<file path="src/rtl/wb_buttons_leds_slave_pkg.sv">
// Shared register map and control-bit definitions for the buttons/LEDs Wishbone slave.
package wb_buttons_leds_pkg;

  localparam logic [7:0] LED_OFF   = 8'h00;
  localparam logic [7:0] BTN_OFF   = 8'h04;
  localparam logic [7:0] EDGE_OFF  = 8'h08;
  localparam logic [7:0] CTRL_OFF  = 8'h0C;
  localparam logic [7:0] IMASK_OFF = 8'h10;

  localparam int MIRROR_BIT = 0;
  localparam int NUM_LEDS   = 8;

endpackage

</file>
<file path="src/rtl/wb_buttons_leds_slave_if.sv">
// Wishbone classic bus bundle between the management SoC (master) and this slave.
interface wb_buttons_leds_slave_if;

  logic        wbs_cyc_i;
  logic        wbs_stb_i;
  logic        wbs_we_i;
  logic [3:0]  wbs_sel_i;
  logic [31:0] wbs_adr_i;
  logic [31:0] wbs_dat_i;
  logic        wbs_ack_o;
  logic [31:0] wbs_dat_o;

  modport master (
    output wbs_cyc_i, wbs_stb_i, wbs_we_i, wbs_sel_i, wbs_adr_i, wbs_dat_i,
    input  wbs_ack_o, wbs_dat_o
  );

  modport slave (
    input  wbs_cyc_i, wbs_stb_i, wbs_we_i, wbs_sel_i, wbs_adr_i, wbs_dat_i,
    output wbs_ack_o, wbs_dat_o
  );

endinterface

</file>
<file path="src/rtl/wb_buttons_leds_slave_button_debounce.sv">
// One-bit button conditioner: 2-flop synchroniser followed by a stable-count debouncer.
module button_debounce #(
  parameter int DEBOUNCE_CYCLES = 16
) (
  input  logic clk_i,
  input  logic rst_ni,
  input  logic btn_i,
  output logic btn_o
);

  localparam int                CNT_W   = $clog2(DEBOUNCE_CYCLES) + 1;
  localparam logic [CNT_W-1:0]  CNT_MAX = CNT_W'(DEBOUNCE_CYCLES - 1);

  logic             syncMeta_q;
  logic             syncOut_q;
  logic             stable_q;
  logic             stable_d;
  logic [CNT_W-1:0] count_q;
  logic [CNT_W-1:0] count_d;

  // Any cycle where the synced input agrees with the stable value restarts the count.
  always_comb begin
    stable_d = stable_q;
    count_d  = '0;
    if (syncOut_q != stable_q) begin
      if (count_q == CNT_MAX) begin
        stable_d = syncOut_q;
      end else begin
        count_d = count_q + 1'b1;
      end
    end
  end

  always_ff @(posedge clk_i or negedge rst_ni) begin
    if (!rst_ni) begin
      syncMeta_q <= 1'b0;
      syncOut_q  <= 1'b0;
      stable_q   <= 1'b0;
      count_q    <= '0;
    end else begin
      syncMeta_q <= btn_i;
      syncOut_q  <= syncMeta_q;
      stable_q   <= stable_d;
      count_q    <= count_d;
    end
  end

  assign btn_o = stable_q;

endmodule

</file>
<file path="src/rtl/wb_buttons_leds_slave.sv">
// Wishbone classic slave driving 8 LEDs and sampling debounced buttons with sticky edge flags.
// Define WB_BUTTONS_IRQ_EN to add the IMASK register and a level interrupt on masked edges.
module wb_buttons_leds_slave
  import wb_buttons_leds_pkg::*;
#(
  parameter logic [31:0] BASE_ADDR       = 32'h3000_0000,
  parameter int          NUM_BUTTONS     = 3,
  parameter int          DEBOUNCE_CYCLES = 16
) (
  input  logic                       wb_clk_i,
  input  logic                       wb_rstn_i,
  wb_buttons_leds_slave_if.slave     wbs,
  input  logic [NUM_BUTTONS-1:0]     buttons_i,
  output logic [NUM_LEDS-1:0]        leds_o,
  output logic [NUM_LEDS-1:0]        leds_oeb_o,
  output logic                       irq_o
);

  logic                   hit;
  logic                   access;
  logic                   wrEn;
  logic [7:0]             offset;
  logic [31:0]            rdData;
  logic [NUM_BUTTONS-1:0] btnDbnc;
  logic [NUM_BUTTONS-1:0] btnRise;
  logic [NUM_BUTTONS-1:0] edgeClr;
  logic [NUM_LEDS-1:0]    mirrorLeds;
  logic                   unusedBits;

  logic                   ack_q;
  logic                   ack_d;
  logic [31:0]            datOut_q;
  logic [31:0]            datOut_d;
  logic [NUM_LEDS-1:0]    led_q;
  logic [NUM_LEDS-1:0]    led_d;
  logic                   ctrlMirror_q;
  logic                   ctrlMirror_d;
  logic [NUM_BUTTONS-1:0] btnPrev_q;
  logic [NUM_BUTTONS-1:0] edgeFlags_q;
  logic [NUM_BUTTONS-1:0] edgeFlags_d;
  logic [NUM_LEDS-1:0]    leds_q;
  logic [NUM_LEDS-1:0]    leds_d;

  // A held strobe is acked every other cycle because the ack cycle itself never counts as an access.
  assign hit    = wbs.wbs_cyc_i & wbs.wbs_stb_i & (wbs.wbs_adr_i[31:8] == BASE_ADDR[31:8]);
  assign access = hit & ~ack_q;
  assign wrEn   = access & wbs.wbs_we_i & wbs.wbs_sel_i[0];
  assign offset = {wbs.wbs_adr_i[7:2], 2'b00};

  for (genvar i = 0; i < NUM_BUTTONS; i++) begin : gen_dbnc
    button_debounce #(
      .DEBOUNCE_CYCLES(DEBOUNCE_CYCLES)
    ) u_dbnc (
      .clk_i (wb_clk_i),
      .rst_ni(wb_rstn_i),
      .btn_i (buttons_i[i]),
      .btn_o (btnDbnc[i])
    );
  end

  for (genvar k = 0; k < NUM_LEDS; k++) begin : gen_mirror
    assign mirrorLeds[k] = btnDbnc[k % NUM_BUTTONS];
  end

`ifdef WB_BUTTONS_IRQ_EN
  logic [NUM_BUTTONS-1:0] imask_q;
  logic [NUM_BUTTONS-1:0] imask_d;
  logic                   irq_q;

  always_comb begin
    imask_d = imask_q;
    if (wrEn && offset == IMASK_OFF) begin
      imask_d = wbs.wbs_dat_i[NUM_BUTTONS-1:0];
    end
  end

  always_ff @(posedge wb_clk_i or negedge wb_rstn_i) begin
    if (!wb_rstn_i) begin
      imask_q <= '0;
      irq_q   <= 1'b0;
    end else begin
      imask_q <= imask_d;
      irq_q   <= |(edgeFlags_q & imask_q);
    end
  end

  assign irq_o = irq_q;
`else
  assign irq_o = 1'b0;
`endif

  always_comb begin
    rdData = '0;
    case (offset)
      LED_OFF:   rdData[NUM_LEDS-1:0]    = led_q;
      BTN_OFF:   rdData[NUM_BUTTONS-1:0] = btnDbnc;
      EDGE_OFF:  rdData[NUM_BUTTONS-1:0] = edgeFlags_q;
      CTRL_OFF:  rdData[MIRROR_BIT]      = ctrlMirror_q;
`ifdef WB_BUTTONS_IRQ_EN
      IMASK_OFF: rdData[NUM_BUTTONS-1:0] = imask_q;
`endif
      default:   rdData = '0;
    endcase
  end

  // A rise seen in the same cycle as a W1C of that bit must survive, so the set term is ORed last.
  always_comb begin
    led_d        = led_q;
    ctrlMirror_d = ctrlMirror_q;
    edgeClr      = '0;
    if (wrEn) begin
      case (offset)
        LED_OFF:  led_d        = wbs.wbs_dat_i[NUM_LEDS-1:0];
        CTRL_OFF: ctrlMirror_d = wbs.wbs_dat_i[MIRROR_BIT];
        EDGE_OFF: edgeClr      = wbs.wbs_dat_i[NUM_BUTTONS-1:0];
        default:  led_d        = led_q;
      endcase
    end
    btnRise     = btnDbnc & ~btnPrev_q;
    edgeFlags_d = (edgeFlags_q & ~edgeClr) | btnRise;
    leds_d      = ctrlMirror_q ? mirrorLeds : led_q;
    ack_d       = access;
    datOut_d    = (access && !wbs.wbs_we_i) ? rdData : '0;
  end

  always_ff @(posedge wb_clk_i or negedge wb_rstn_i) begin
    if (!wb_rstn_i) begin
      ack_q        <= 1'b0;
      datOut_q     <= '0;
      led_q        <= '0;
      ctrlMirror_q <= 1'b0;
      btnPrev_q    <= '0;
      edgeFlags_q  <= '0;
      leds_q       <= '0;
    end else begin
      ack_q        <= ack_d;
      datOut_q     <= datOut_d;
      led_q        <= led_d;
      ctrlMirror_q <= ctrlMirror_d;
      btnPrev_q    <= btnDbnc;
      edgeFlags_q  <= edgeFlags_d;
      leds_q       <= leds_d;
    end
  end

  assign wbs.wbs_ack_o = ack_q;
  assign wbs.wbs_dat_o = datOut_q;
  assign leds_o        = leds_q;
  assign leds_oeb_o    = '0;

  assign unusedBits = ^{wbs.wbs_sel_i[3:1], wbs.wbs_adr_i[1:0], wbs.wbs_dat_i[31:NUM_LEDS]};

endmodule

</file>
<file path="src/flat_wrapper.sv">
// flat-port wrapper written by rule: the top's interface ports become plain ports
module wb_buttons_leds_slave_flat import wb_buttons_leds_pkg::*;
#(
  parameter logic [31:0] BASE_ADDR       = 32'h3000_0000,
  parameter int          NUM_BUTTONS     = 3,
  parameter int          DEBOUNCE_CYCLES = 16
)
  (wb_clk_i, wb_rstn_i, buttons_i, leds_o, leds_oeb_o, irq_o, wbs_wbs_cyc_i, wbs_wbs_stb_i, wbs_wbs_we_i, wbs_wbs_sel_i, wbs_wbs_adr_i, wbs_wbs_dat_i, wbs_wbs_ack_o, wbs_wbs_dat_o);
  wb_buttons_leds_slave_if wbs_i ();
  input  logic wb_clk_i;
  input  logic wb_rstn_i;
  input  logic [NUM_BUTTONS-1:0] buttons_i;
  output logic [NUM_LEDS-1:0] leds_o;
  output logic [NUM_LEDS-1:0] leds_oeb_o;
  output logic irq_o;
  input wire logic [$bits(wbs_i.wbs_cyc_i)-1:0] wbs_wbs_cyc_i;
  input wire logic [$bits(wbs_i.wbs_stb_i)-1:0] wbs_wbs_stb_i;
  input wire logic [$bits(wbs_i.wbs_we_i)-1:0] wbs_wbs_we_i;
  input wire logic [$bits(wbs_i.wbs_sel_i)-1:0] wbs_wbs_sel_i;
  input wire logic [$bits(wbs_i.wbs_adr_i)-1:0] wbs_wbs_adr_i;
  input wire logic [$bits(wbs_i.wbs_dat_i)-1:0] wbs_wbs_dat_i;
  output wire logic [$bits(wbs_i.wbs_ack_o)-1:0] wbs_wbs_ack_o;
  output wire logic [$bits(wbs_i.wbs_dat_o)-1:0] wbs_wbs_dat_o;
  assign wbs_i.wbs_cyc_i = wbs_wbs_cyc_i;
  assign wbs_i.wbs_stb_i = wbs_wbs_stb_i;
  assign wbs_i.wbs_we_i = wbs_wbs_we_i;
  assign wbs_i.wbs_sel_i = wbs_wbs_sel_i;
  assign wbs_i.wbs_adr_i = wbs_wbs_adr_i;
  assign wbs_i.wbs_dat_i = wbs_wbs_dat_i;
  assign wbs_wbs_ack_o = wbs_i.wbs_ack_o;
  assign wbs_wbs_dat_o = wbs_i.wbs_dat_o;
  wb_buttons_leds_slave #(.BASE_ADDR(BASE_ADDR), .NUM_BUTTONS(NUM_BUTTONS), .DEBOUNCE_CYCLES(DEBOUNCE_CYCLES)) u_core (.wb_clk_i(wb_clk_i), .wb_rstn_i(wb_rstn_i), .wbs(wbs_i), .buttons_i(buttons_i), .leds_o(leds_o), .leds_oeb_o(leds_oeb_o), .irq_o(irq_o));
endmodule
</file>
<file path="config.mk">
export PLATFORM = sky130hd
export DESIGN_NAME = wb_buttons_leds_slave_flat
export DESIGN_NICKNAME = d
export VERILOG_FILES = /design/src/rtl/wb_buttons_leds_slave_pkg.sv /design/src/rtl/wb_buttons_leds_slave_if.sv /design/src/rtl/wb_buttons_leds_slave_button_debounce.sv /design/src/rtl/wb_buttons_leds_slave.sv /design/src/flat_wrapper.sv
export SDC_FILE = /design/constraint.sdc
export NUM_CORES = 1
export LEC_CHECK = 0
export CAP_MARGIN = 30
export CORE_ASPECT_RATIO = 0.75
export CORE_UTILIZATION = 40
export CTS_BUF_LIST = sky130_fd_sc_hd__clkbuf_16
export CTS_CLUSTER_SIZE = 14
export DETAILED_ROUTE_END_ITERATION = 8
export GPL_ROUTABILITY_DRIVEN = 0
export PLACE_DENSITY = 0.81
export SETUP_SLACK_MARGIN = 0.1
export SLEW_MARGIN = 20
export SYNTH_ARGS = -nofsm -noshare
export SYNTH_HDL_FRONTEND = slang
export SYNTH_SLANG_ARGS = --single-unit
</file>
<file path="constraint.sdc">
create_clock -name wb_clk_i -period 2.2 [get_ports wb_clk_i]
set_clock_uncertainty 0.1 [all_clocks]
set_input_delay 0.22 -clock wb_clk_i [delete_from_list [all_inputs] [get_ports wb_clk_i]]
set_output_delay 0.22 -clock wb_clk_i [all_outputs]
set_load 0.01 [all_outputs]
</file>
### After elaboration in Yosys (flattened, before gate mapping)

Index checks and enable logic that the tools add are counted.

| word-level totals | value |
|---|---|
| memories kept | 0 |
| flip-flop bits (word level) | 80 |
| logic and storage cells | 64 |
| output and inout bits | 50 |
| memory bits (writable) | 0 |
| bits of input ports | 76 |
| bits in latches | 0 |
| ROM bits | 0 |

| operators by class | value |
|---|---|
| add/subtract/negate cells | 3 |
| multiplexer cells | 13 |
| $lt $le $gt $ge | 0 |
| bitwise operators | 11 |
| multiply operators | 0 |
| equality and inequality tests | 10 |
| div/mod/pow operators | 0 |
| reductions and logical operators | 8 |
| shift operators | 0 |

Operators by type and width:

| kind | number |
|---|---|
| $mux 5 | 7 |
| $eq 24x22->1 const B | 1 |
| $mux 8 | 2 |
| $add 5x1->5 const B | 3 |
| $eq 5x4->1 const B | 3 |
| $eq 6x2->1 const B | 2 |
| $reduce_and 2->1 | 5 |
| $logic_not 8->1 | 1 |
| $and 3x3->3 | 2 |
| $eq 6x1->1 const B | 1 |
| $mux 3 | 2 |
| $not 3->3 | 2 |
| $pmux 2 s3 | 1 |
| $and 1x1->1 | 5 |
| $pmux 1 s4 | 1 |
| $ne 1x1->1 | 3 |
| $or 3x3->3 | 1 |
| $logic_and 1x1->1 | 1 |
| $logic_not 1->1 | 1 |
| $not 1->1 | 1 |

### Depth between registers and ports, before layout

Gate-level depths: netlist of the first run.

| logic depth | value |
|---|---|
| word-level depth | 9 |
| gate-level depth with buffers | 5 |
| gate-level depth less buffers | 5 |

### Cells and area by module

Synthesis of the first run repeated with hierarchy kept, for this count alone.

| unflattened totals | value |
|---|---|
| cell total of the unflattened synthesis | 213 |
| area, all modules | 2,489.9 sq um |

By module, submodules not included:

| module | cells an instance | area an instance (sq um) | times used |
|---|---|---|---|
| wb_buttons_leds_slave | 144 | 1,577.8 | 1 |
| button_debounce | 23 | 304.0 | 3 |

### Worst setup path before layout of the first run

OpenSTA, ideal clock, no wires.

| timing path | value |
|---|---|
| kind | input to register |
| from | input wbs_wbs_adr_i[20] |
| to | register u_core.led_q[0] |
| data arrival time | 1,616 ps |
| stages | 4 |
| buffers on the path | 0 |
| setup time | 125 ps |
| setup slack | 359 ps |
| cells stage by stage | nor4_1 > nand4_2 > nor4_4 > mux2_2 |

| between the ends | value |
|---|---|
| cells in the longest elaborated chain, start to end | 6 |

RTL lines:

| what | line | source |
|---|---|---|
| start, declared | flat_wrapper.sv:20 | `input wire logic [$bits(wbs_i.wbs_adr_i)-1:0] wbs_wbs_adr_i;` |
| $eq 24x22->1 | wb_buttons_leds_slave.sv:45 | `assign hit = wbs.wbs_cyc_i & wbs.wbs_stb_i & (wbs.wbs_adr_i[31:8] == BASE_ADDR[31:8]);` |
| $and 1x1->1 | wb_buttons_leds_slave.sv:45 |  |
| $and 1x1->1 | wb_buttons_leds_slave.sv:46 | `assign access = hit & ~ack_q;` |
| $and 1x1->1 (2 in a row) | wb_buttons_leds_slave.sv:47 | `assign wrEn = access & wbs.wbs_we_i & wbs.wbs_sel_i[0];` |
| $reduce_and 2->1 (no source line) | - |  |
| end signal, assigned | wb_buttons_leds_slave.sv:138 | `led_q <= led_d;` |
| end, declared | wb_buttons_leds_slave.sv:34 | `logic [NUM_LEDS-1:0] led_q;` |

No other way between the ends.
A chain may end at the register's enable or synchronous reset.

### Worst setup path after layout of the first run

| timing path | value |
|---|---|
| from | input wbs_wbs_adr_i[22] |
| to | register u_core.led_q[7] |

The elaborated chain is that of the path after synthesis.

==> results of run 1 <==
[power groups by stage]
stage,Clock (uW),Sequential [uW],Combinational [uW]
global route,808,1060,203
CTS,766,1060,184
global placement,0,1080,178
detailed placement,0,1080,182
floorplan,0,1080,106
finish,741,1060,183
[cell type report]
cell class | count | area share [%]
clock buffer | 5 | 3.80
clock inverter | 3 | 0.455
inverter | 14 | 1.59
multi-input combinational | 142 | 27.0
sequential | 56 | 42.5
tap | 78 | 2.96
timing repair buffer | 74 | 21.7
[cells in the mapped netlist]
master	instances
o21bai_1	3
xor2_1	9
and4_1	2
and2_1	11
mux2_2	9
nor2_1	12
nand3_1	7
a21oi_1	1
nor2b_1	1
nor4_4	1
dfrtp_1	56
nor4_1	8
and3_1	3
o21ai_0	16
and4b_1	1
mux4_2	1
ha_1	3
buf_4	33
nor4_2	2
conb_1	1
o22ai_1	3
inv_1	14
mux2i_1	2
clkbuf_1	2
nand2_1	12
nand4_2	2
[worst min-delay path by stage]
stage	from	to	slack (ns)	cells past startpoint
6_report	u_core.gen_dbnc[1].u_dbnc.syncMeta_q$_DFF_PN0_	u_core.gen_dbnc[1].u_dbnc.syncOut_q$_DFF_PN0_	0.25	0
5_1_grt	u_core.gen_dbnc[2].u_dbnc.syncMeta_q$_DFF_PN0_	u_core.gen_dbnc[2].u_dbnc.syncOut_q$_DFF_PN0_	0.26	0
4_1_cts	u_core.gen_dbnc[1].u_dbnc.syncMeta_q$_DFF_PN0_	u_core.gen_dbnc[1].u_dbnc.syncOut_q$_DFF_PN0_	0.25	0
3_5_place_dp	wb_rstn_i	u_core.gen_dbnc[1].u_dbnc.count_q[3]$_DFF_PN0_	0.04	1
3_3_place_gp	wb_rstn_i	u_core.gen_dbnc[1].u_dbnc.count_q[3]$_DFF_PN0_	0.04	1
2_1_floorplan	wb_rstn_i	u_core.btnPrev_q[0]$_DFF_PN0_	-0.18	0
[repair_timing]
item / CTS / global route
hold buffers: 1 / 0
gates resized for setup: 0 / 3
endpoints found under the setup margin: 0 / 11
buffers inserted: 0 / 0
endpoints found under the hold margin: 14 / 0
[layer usage]
layer | global-route usage, % | vias to the layer above
met3 | 5.45 | 6
met5 | 0 | -
met2 | 23.5 | 64
li1 | - | 814
met4 | 3.93 | 0
met1 | 19.5 | 792
[cell families (layout without fill, tap and decap cells)]
logic type	after synthesis	in the layout	synth area share, %
XOR/XNOR	9	9	3.19
multiplexers	12	12	5.83
buffers and inverters	49	96	12.5
adder cells (fa/ha/maj)	3	3	1.52
flip-flops	56	56	56.8
AO/OA/AOI/OAI	23	23	5.12
AND/OR/NAND/NOR	62	62	14.9
other	1	33	0.152
[through the flow]
| stage | utilization [%] | instance area (um^2) | hold slack, ns |
|---|---|---|---|
| 2_1_floorplan | - | 2590 | -0.176 |
| 3_5_place_dp | 53.2 | 3130 | 0.0432 |
| 5_1_grt | 56.0 | 3300 | 0.264 |
| 6_report | 56.0 | 3300 | 0.252 |
| 4_1_cts | 55.7 | 3280 | 0.254 |
| 3_3_place_gp | 53.2 | 3130 | 0.0427 |
[registers in the layout, summed over array words and instances (netlist names)]
name                               cells
u_core.led_q                           8
u_core.leds_o                          8
u_core.gen_dbnc.u_dbnc.btn_o           3
u_core.wbs.wbs_ack_o                   1
u_core.wbs.wbs_dat_o                   8
u_core.edgeFlags_q                     3
u_core.btnPrev_q                       3
u_core.gen_dbnc.u_dbnc.syncOut_q       3
u_core.gen_dbnc.u_dbnc.syncMeta_q      3
u_core.ctrlMirror_q                    1
u_core.gen_dbnc.u_dbnc.count_q        15
[worst max-delay path: stages]
cell and delay, ns:
clkdlybuf4s50_1 0.43, nor4_2 0.29, nand4_2 0.21, nor4_4 0.34, buf_6 0.18, mux2_2 0.33
==> results.md, run 1 <==
* DRT met1 WL at 2030 um
* Commonest non-fill, non-tap cell in the layout: clkdlybuf4s50_1
* Mapped Cells at 215
* Post-Layout Cell Count at 372
* Sw Ratio at 21.4%
* DRC at 0
* Cell Area, Synth at 2470 um^2
* Worst min path class: flop to flop
* IO buf count at 63
* Post-synthesis sequential area ratio at 56.8%
* Die H at 70.0 um
* Total internal power at 1560 uW
* Final Worst Setup Slack at 0.238 ns
* Syn avg cell area at 11.5 um^2
* Power per cell area at 602 nW/um^2
* Critical path origin: wbs_wbs_adr_i[22]
* Placed cells at 363
* First drt pass iteration count at 4
* Combinational share of power at 9.2%
* WS Path Type: input port to flop
* Layout cell share with drive strength beyond 1 at 11.6%
* H-tree depth at 2
* Flop pwr share at 53.4%
* Clock Path Buffers at 2
* Starting DRT DRC Count at 105
* Clock network power share at 37.3%
* Top sig layer: met4
* Final setup TNS at 0 ns
* Number of cell rows at 24
* Die W at 92.7 um
* Critical Path End Type: flop
* Final hold vios at 0
* Via count at 1,676
* Sink Count at 56
* Die area at 6490 um^2
* Commonest cells after routing, fill and taps aside: clkdlybuf4s50_1, dfrtp_1, conb_1
* Worst Reg-to-Reg Cells at 5
* PnR Total Power at 1990 uW
* FF-to-FF End: u_core.led_q[7]$_DFFE_PN0P_
* Routed Wire Length at 4770 um
* Ys Warns at 0
* FMAX at 0.510 GHz
* Yosys reg bits at 56
* Register Area at 1400 um^2
* Multi-input logic area at 891 um^2
* Post-synth top area share at 56.8%
* Leading area contributor after synthesis: dfrtp_1
* Reg clk slew, reported paths at 0.07 ns
* Leak Pwr at 0.00159 uW
* Ports at 126
* Layout fillers at 510
* Final max-slew violation count at 0
* Num CTS Buffers at 5
* Largest net degree at the start of global routing at 23
* RSZ-0062 raised after global routing: no
* Area growth, synth to finish at 33.6%
* Status: completed
* GR Overflow Total at 0
* WL met2 at 2220 um
* Worst-path maximum fanout at 8
* Antenna diodes at 0
* Worst-Skew Late Latency at 0.28 ns
* CP required at 2.27 ns
* DRT antenna net count at 0
* R2R setup slack at 0.42 ns
* RR Startpoint: u_core.wbs.wbs_ack_o$_DFF_PN0_
* Top cells by area, synth: dfrtp_1, buf_4, mux2_2
* CTS tree: built
* Starting density of the core at 41.9%
* Initial antenna violation count at 0
* Core Box Area at 5890 um^2
* CP startpoint kind: input port
* Netlist cell types at 26
* Setup slack after placement at -0.129 ns
* Post-DP HPWL at 3560 um
* Global-route usage over all layers at 14.9%
* Fin crit share at 89.2%
* Switching pwr at 425 uW
* Clk root buf: clkbuf_16
* Final min period at 1.96 ns
* Vias/cell at 4.51
* Peak VDD IR at 0.337 mV
* Data arrival time of the critical path at 2.03 ns
* Setup violations, final at 0
* First-pass GRT wire length at 7530 um
* Vias in the first global route at 1,610
* Max_cap viols at 0
* Met3 routed WL at 461 um
* Crit path capture: u_core.led_q[7]$_DFFE_PN0P_
* Per-cell routed wire length at 12.8 um
* Final Net Count at 372
(Power assumes the default switching activity.)
==> inputs of run 2 (changes only) <==
SKIP_LAST_GASP = 1   (was unset)
==> results of run 2 <==
Same layout as run 1: the final DEF is identical, and so are final timing and power.
==> inputs of run 3 (changes only) <==
GPL_TIMING_DRIVEN = 0   (was unset)
PLACE_DENSITY = 0.78   (was 0.81)
==> run 3 against run 2 <==
Critical path depth unchanged. Sequential share of layout area down 2.6 points. Sequential cell count unchanged. Largest power group unchanged. Critical endpoint unchanged. Clock power up 7.7%. Non-clock buffer count up 27. Largest cell class unchanged. Critical path type unchanged. Register-to-register slack worse by 0.06 ns.
==> results.md, run 3 (same netlist as run 1, synthesis figures left out) <==
* CP required at 2.28 ns
* Die W at 92.7 um
* Post-DP HPWL at 3280 um
* Data arrival time of the critical path at 2.08 ns
* Max reg flops at 15
* Ports at 126
* Post-Layout Cell Count at 399
* Flop pwr share at 50.9%
* CP startpoint kind: input port
* FMAX at 0.500 GHz
* Vias/cell at 4.17
* Design area at 3510 um^2
* Die H at 70.0 um
* Initial antenna violation count at 0
* First drt pass iteration count at 4
* Num CTS Buffers at 5
* Final min period at 2.00 ns
* Starting density of the core at 41.9%
* R2R setup slack at 0.36 ns
* Sw Ratio at 22.7%
* Final setup TNS at 0 ns
* Peak VDD IR at 0.388 mV
* Combinational share of power at 10.7%
* Die area at 6490 um^2
* Final max-slew violation count at 0
* Critical Path End Type: flop
* Layout fillers at 506
* GR Overflow Total at 0
* Largest net degree at the start of global routing at 57
* Fin crit share at 90.8%
* Antenna diodes at 0
* Clock Path Buffers at 2
* Max_cap viols at 0
* WS Path Type: input port to flop
* Switching pwr at 472 uW
* Global-route usage over all layers at 15.2%
* Final Core Density at 59.7%
* Commonest cells after routing, fill and taps aside: clkdlybuf4s50_1, dfrtp_1, buf_4
* Via count at 1,663
* Leak Pwr at 0.00174 uW
* Total internal power at 1610 uW
* Clock network power share at 38.3%
* Sink Count at 56
* Routed Wire Length at 4380 um
* Worst min path class: flop to flop
* First-pass GRT wire length at 7560 um
* PnR Total Power at 2080 uW
* Core Box Area at 5890 um^2
* Layout cell share with drive strength beyond 1 at 19.6%
* Clk root buf: clkbuf_16
* Power per cell area at 593 nW/um^2
* DRT antenna net count at 0
* IO buf count at 62
* Worst-path maximum fanout at 7
* Setup violations, final at 0
* Status: completed
* Reg clk slew, reported paths at 0.07 ns
* Reg with most FFs: u_core.gen_dbnc.u_dbnc.count_q
* H-tree depth at 2
* Post-DP Area at 3300 um^2
* Per-cell routed wire length at 11.0 um
* Max transition margin at 54.6%
* Final hold vios at 0
* Commonest non-fill, non-tap cell in the layout: clkdlybuf4s50_1
* CTS tree: built
* Worst-Skew Late Latency at 0.30 ns
* Tightest Pin Transition at 0.681 ns
* Starting DRT DRC Count at 55
* Number of cell rows at 24
* Placed cells at 387
* RSZ-0062 raised after global routing: no
* DRC at 0
* Vias in the first global route at 1,636
* Final Net Count at 399
* Area growth, synth to finish at 42.3%
==> run 3: per-stage QoR <==
step	hold slack [ns]	setup slack (ns)
CTS	0.251	0.125
global placement	0.235	-0.811
finish	0.249	0.202
detailed placement	0.207	-0.339
global route	0.253	0.105
floorplan	-0.176	0.359
==> run 3: per-layer routing <==
layer | global-route usage, % | wire (um)
met2 | 24.1 | 2030
met5 | 0 | 0
met4 | 6.67 | 80
met1 | 19.6 | 2010
met3 | 4.14 | 261
==> run 3: timing repair <==
item | in CTS | in global routing
hold endpoints to repair | 56 | 0
hold buffers | 1 | 0
pin swaps | 1 | 2
setup buffers | 2 | 1
endpoints found under the setup margin | 8 | 17
resized for setup | 0 | 4
==> run 3: power groups by stage <==
stage	Combinational (uW)	Clock [uW]	Sequential, uW
2_1_floorplan	106	0	1080
3_5_place_dp	217	0	1080
4_1_cts	219	826	1060
5_1_grt	248	858	1060
6_report	223	798	1060
3_3_place_gp	214	0	1080
==> run 3: worst paths after layout <==
path | start | to | cells after the start
setup / recovery | wbs_wbs_adr_i[22] | u_core.led_q[7]$_DFFE_PN0P_ | 6
hold reg to reg | u_core.gen_dbnc[0].u_dbnc.syncMeta_q$_DFF_PN0_ | u_core.gen_dbnc[0].u_dbnc.syncOut_q$_DFF_PN0_ | 0
hold / removal | u_core.gen_dbnc[0].u_dbnc.syncMeta_q$_DFF_PN0_ | u_core.gen_dbnc[0].u_dbnc.syncOut_q$_DFF_PN0_ | 0
max in group asynchronous | wb_rstn_i | u_core.edgeFlags_q[1]$_DFF_PN0_ | 2
setup reg to reg | u_core.wbs.wbs_ack_o$_DFF_PN0_ | u_core.led_q[7]$_DFFE_PN0P_ | 5
min in group asynchronous | wb_rstn_i | u_core.leds_o[6]$_DFF_PN0_ | 2
==> run 3: layout make-up <==
class / instances / area, um^2 / area share, %
Multi-Input combinational cell: 142 / 902 / 25.7
Sequential cell: 56 / 1400 / 39.9
Inverter: 14 / 52.6 / 1.50
Buffer: 35 / 255 / 7.27
Timing Repair Buffer: 66 / 651 / 18.5
Clock inverter: 3 / 26.3 / 0.748
Tap cell: 78 / 97.6 / 2.78
Clock buffer: 5 / 125 / 3.56
==> run 3: worst max-delay path: stages <==
cell and delay, ns:
clkdlybuf4s50_1 0.41, nor4_2 0.29, nand4_2 0.24, nor4_4 0.36, buf_4 0.21, mux2_2 0.34
